--- config.mk ---
export PLATFORM = sky130hd
export DESIGN_NAME = therm_code_gen
export DESIGN_NICKNAME = d
export VERILOG_FILES = /design/src/rtl/therm_code_gen.sv
export SDC_FILE = /design/constraint.sdc
export NUM_CORES = 1
export LEC_CHECK = 0
export BUFFER_PORTS_ARGS = -buffer_cell sky130_fd_sc_hd__buf_2
export CORE_ASPECT_RATIO = 0.9
export CORE_MARGIN = 2
export CORE_UTILIZATION = 31
export DETAILED_ROUTE_END_ITERATION = 8
export GPL_TIMING_DRIVEN = 0
export PLACE_DENSITY = 0.56
export SETUP_SLACK_MARGIN = 0.02
export SLEW_MARGIN = 20
export SYNTH_ARGS = -nofsm -noshare
export SYNTH_HDL_FRONTEND = slang
export SYNTH_SLANG_ARGS = --single-unit
export TNS_END_PERCENT = 10
--- constraint.sdc ---
create_clock -name clk -period 4.45 [get_ports clk]
set_clock_uncertainty 0.1 [all_clocks]
set_input_delay 0.445 -clock clk [delete_from_list [all_inputs] [get_ports clk]]
set_output_delay 0.445 -clock clk [all_outputs]
set_load 0.05 [all_outputs]
--- src/rtl/therm_code_gen.sv ---
// Binary-to-thermometer code generator with a direct decode port and a
// ramp/triangle sweep sequencer for encoder self-test loopback.
module therm_code_gen #(
  parameter int N_BITS  = 3,
  parameter int DWELL_W = 8,
  localparam int TW     = (1 << N_BITS) - 1
) (
  input  logic               clk,
  input  logic               rst,
  input  logic [1:0]         mode,
  input  logic               start,
  input  logic [DWELL_W-1:0] dwell,
  input  logic               in_valid,
  output logic               in_ready,
  input  logic [N_BITS-1:0]  in_code,
  output logic [TW-1:0]      therm,
  output logic [N_BITS-1:0]  code_out,
  output logic               busy,
  output logic               sweep_done,
  output logic [1:0]         state_dbg
);

  // Handshake: a direct code transfers on a clk edge where in_valid & in_ready;
  // in_ready depends only on current state and mode, never on in_valid.

  typedef enum logic [1:0] {
    S_IDLE = 2'd0,
    S_UP   = 2'd1,
    S_DOWN = 2'd2,
    S_DONE = 2'd3
  } state_t;

  localparam logic [N_BITS-1:0] CODE_MAX = '1;

  state_t               state_q, state_d;
  logic [N_BITS-1:0]    code_q, code_d;
  logic [TW-1:0]        therm_q, therm_d;
  logic [DWELL_W-1:0]   cnt_q, cnt_d;
  logic [DWELL_W-1:0]   dwell_q, dwell_d;
  logic                 tri_q, tri_d;

  function automatic logic [TW-1:0] decode(input logic [N_BITS-1:0] c);
    logic [TW-1:0] t;
    t = '0;
    for (int i = 0; i < TW; i++) begin
      t[i] = (i < int'(c));
    end
    return t;
  endfunction

  always_ff @(posedge clk) begin
    if (rst) begin
      state_q <= S_IDLE;
      code_q  <= '0;
      therm_q <= '0;
      cnt_q   <= '0;
      dwell_q <= '0;
      tri_q   <= 1'b0;
    end else begin
      state_q <= state_d;
      code_q  <= code_d;
      therm_q <= therm_d;
      cnt_q   <= cnt_d;
      dwell_q <= dwell_d;
      tri_q   <= tri_d;
    end
  end

  always_comb begin
    state_d = state_q;
    code_d  = code_q;
    cnt_d   = cnt_q;
    dwell_d = dwell_q;
    tri_d   = tri_q;
    case (state_q)
      S_IDLE: begin
        if (mode == 2'd0) begin
          if (in_valid) code_d = in_code;
        end else if ((mode == 2'd1 || mode == 2'd2) && start) begin
          state_d = S_UP;
          code_d  = '0;
          cnt_d   = dwell;
          dwell_d = dwell;
          tri_d   = (mode == 2'd2);
        end
      end
      S_UP: begin
        if (cnt_q != '0) begin
          cnt_d = cnt_q - 1'b1;
        end else if (code_q != CODE_MAX) begin
          code_d = code_q + 1'b1;
          cnt_d  = dwell_q;
        end else if (tri_q) begin
          state_d = S_DOWN;
          code_d  = CODE_MAX - 1'b1;
          cnt_d   = dwell_q;
        end else begin
          state_d = S_DONE;
          code_d  = '0;
        end
      end
      S_DOWN: begin
        if (cnt_q != '0) begin
          cnt_d = cnt_q - 1'b1;
        end else if (code_q != '0) begin
          code_d = code_q - 1'b1;
          cnt_d  = dwell_q;
        end else begin
          state_d = S_DONE;
        end
      end
      default: begin
        state_d = S_IDLE;
        code_d  = '0;
      end
    endcase
    // Register the decoded word so therm changes only on clk edges.
    therm_d = decode(code_d);
  end

  always_comb begin
    in_ready   = (state_q == S_IDLE) && (mode == 2'd0);
    busy       = (state_q == S_UP) || (state_q == S_DOWN);
    sweep_done = (state_q == S_DONE);
    therm      = therm_q;
    code_out   = code_q;
    state_dbg  = state_q;
  end

endmodule

==> run_results.csv <==
group,metric,value,unit
pwr,p_leak,0.000857,uW
finish,synthToLayoutAreaGrowth,18.1,%
finish,nNetsFinal,282,
finish,register_area,561,um^2
floorplan,initial_core_util,31.5,%
drt,dr.pass1.iters,4,
pwr,clkPwrFrac,14.9,%
global_routing,grt_remaining_overflow,0,
floorplan,die_width,83.5,um
global_routing,grt_max_degree,17,
logic_synthesis,syn_inst,216,
placed_design,placedInstanceArea,2010,um^2
placed_design,dp_hpwl,3.24,mm
logic_synthesis,yosys.cell_types.count,52,
worst_setup_path,cpMaxStageDelayCell,"clkbuf_1",
sta,min_period_over_period,59.6,%
clock_tree,clockBufferDepth,2,
logic_synthesis,synthArstFlopShare,0,%
global_routing,first_global_vias,1442,
sta,hold_viol,0,
logic_synthesis,ys_ff_latch,28,
floorplan,core_area,5600,um^2
clock_tree,clkLatencyLatePin,0.28,ns
clock_tree,ctsHoldBuffers,0,
clock_tree,cts_setup_buffers,0,
finish,instances_no_fill,321,
logic_synthesis,synth_top_area_share,31.8,%
worst_setup_path,critical-path-max-stage-delay,0.43,ns
pwr,combPwrFrac,58.6,%
drt,wl,4.38,mm
hold_path,hp-class,"input port to flop",
worst_setup_path,critical_path_peak_fanout,10,
sta,worstMarginPinSlew,0.713,ns
logic_synthesis,synth_most_common_cell,"nand2_1",
sta,rsz0062_at_grt,"no",
logic_synthesis,synth_fp_nets,246,
global_routing,grt_pass1_wl,7.09,mm
logic_synthesis,syn-cell-area,1760,um^2
worst_setup_path,crit_buf_inv,2,
drt,via_count,1638,
clock_tree,cts-resized-gates,0,
sta,fmax,377,MHz
drt,drt-initial-drc-count,103,
global_routing,track_usage,14.0,%
worst_setup_path,cp.arrival,2.76,ns
logic_synthesis,synth_area_leaders,"dfxtp_1 32%, ha_1 9.2%, nand2_1 7.0%, a21oi_1 5.7%, nor2_1 3.2%",
placed_design,dp.cells,317,
finish,final_cell_area,2080,um^2
sta,setup_tns,0,ns
drt,vias_per_cell,5.10,
finish,multi_input_area,1100,um^2
clock_tree,htreeDepth,1,
clock_tree,cts_root_buf,"clkbuf_8",
global_routing,antenna_found_initial,0,
worst_setup_path,critPathKind,"flop to flop",
drt,ant_nets,0,
sta,min_period,2.65,ns
logic_synthesis,avgSynthCellArea,8.16,um^2
drt,wl_per_cell,13.7,um
logic_synthesis,synth_edf_count,0,
finish,final_layout_size_suffix_gt1_share,19.5,%
pwr,powerDensity,666,nW/um^2
pwr,p_int,715,uW
worst_setup_path,required,4.56,ns
sta,setup_viol,0,
finish,fin_util,37.2,%
worst_setup_path,critPathTopFamily,"simple AND/OR/NAND/NOR gates",
pwr,pwr-share-seq,26.4,%
clock_tree,path_clk_slew,0.11,ns
pwr,ir_drop,0.220,mV
outcome,status,"complete, no violations",
floorplan,die_area,6300,um^2
logic_synthesis,synth_ff_type,"dfxtp_1",
worst_setup_path,crit_path_start_kind,"flop",
floorplan,io_pins,32,
logic_synthesis,yosys.area.top_type,"dfxtp_1",
drt,drc,0,
worst_setup_path,cp-end-kind,"flop",
sta,finalMaxSlewViolations,0,
logic_synthesis,yosysSeqAreaShare,31.8,%
clock_tree,tritoncts,"built",
floorplan,die_height,75.5,um
placed_design,finalWeightedCongestion,0.807,
logic_synthesis,synth_commonest_cells,"33 x nand2_1, 28 x dfxtp_1, 20 x a21oi_1, 15 x nor2_1",
floorplan,fp-row-count,26,
clock_tree,cts_buffers,3,
pwr,p_sw,671,uW
clock_tree,cts.sinks,28,
pwr,switching_share,48.4,%
finish,nFillCells,615,
run,maxCapViolations,0,
sta,slew_headroom,52.3,%
logic_synthesis,yosys_warnings,0,
finish,antenna_cells,0,
worst_setup_path,critical_path.cell_chain,"inv_1 > ha_1 > nor3b_1 > clkbuf_1 > nand3_1 > a221o_1 > or3_1 > a21oi_1",
placed_design,port_buffers,31,
-- cells in the final DEF (no fill, tap or decap), drive strengths merged, types with 2 or more instances in the layout --
cell type	netlist	routed
a211oi	4	4
a21oi	20	20
a311oi	3	3
buf	4	35
clkbuf	7	10
dfxtp	28	28
ha	13	13
inv	13	13
mux2	2	2
mux2i	5	5
nand2	33	33
nand2b	4	4
nand3	6	6
nand4	2	2
nor2	15	15
nor2b	2	2
nor3	6	6
nor3b	3	3
nor4	3	3
o211ai	3	3
o21ai	12	12
or3	3	3
xnor2	3	3
-- layout make-up --
type	count	share of cell area [%]
plain buffers	11	2.89
clock buffers	3	1.98
clock inverters	1	1.44
inverters	13	2.35
multi-input cells	164	52.7
flip-flops and latches	28	26.9
well taps	70	4.21
repair buffers	31	7.46
-- worst min-delay path, stage by stage --
cell	delay, ns
buf_2	0.10
nand2_1	0.05
a21oi_1	0.05
-- path summary, 6_finish.rpt --
path | cells past startpoint | slack (ns) | start | end
max reg2reg | 8 | 1.80 | cnt_q[0] | state_dbg[0]
min | 3 | 0.30 | dwell[7] | dwell_q[7]
min reg2reg | 2 | 0.36 | dwell_q[1] | dwell_q[1]
max | 8 | 1.80 | cnt_q[0] | state_dbg[0]
-- routing by layer --
layer	share of wire [%]	wire, um	global-route usage (%)
met2	43	1900	21.9
met1	52	2300	20.6
met3	3.0	131	2.28
met4	1.1	49	3.23
met5	0	0	0
-- sequential cells by signal, summed over array words and instances (netlist names) --
signal,count
cnt_q,8
code_out,2
dwell_q,8
state_dbg,2
therm,7
tri_q,1
-- per-stage QoR --
stage | total power [uW] | setup slack [ns] | hold slack, ns
2_1_floorplan | 994 | 1.98 | 0.333
3_3_place_gp | 1180 | 1.82 | 0.345
3_5_place_dp | 1180 | 1.84 | 0.350
4_1_cts | 1390 | 1.79 | 0.290
5_1_grt | 1500 | 1.50 | 0.296
6_report | 1390 | 1.80 | 0.296
-- kinds of logic (layout without fill, tap and decap cells) --
kind of cell / count (synthesis) / in the layout / share of synthesized area [%]
buffers and inverters: 24 / 59 / 6.18
adders and majority gates: 13 / 13 / 9.23
DFF: 28 / 28 / 31.8
and+or+nand+nor: 83 / 83 / 24.3
AOI/OAI and AO/OA: 58 / 58 / 22.9
muxes: 7 / 7 / 4.12
xor gates and xnor gates: 3 / 3 / 1.49
-- power by group through the flow --
| stage | Clock [uW] | Combinational, uW | Sequential [uW] |
|---|---|---|---|
| 4_1_cts | 212 | 813 | 366 |
| 3_3_place_gp | 0 | 807 | 371 |
| 3_5_place_dp | 0 | 810 | 372 |
| 2_1_floorplan | 0 | 572 | 421 |
| 5_1_grt | 222 | 897 | 377 |
| 6_report | 207 | 813 | 366 |
No activity file was read; power rests on OpenSTA's default activity.
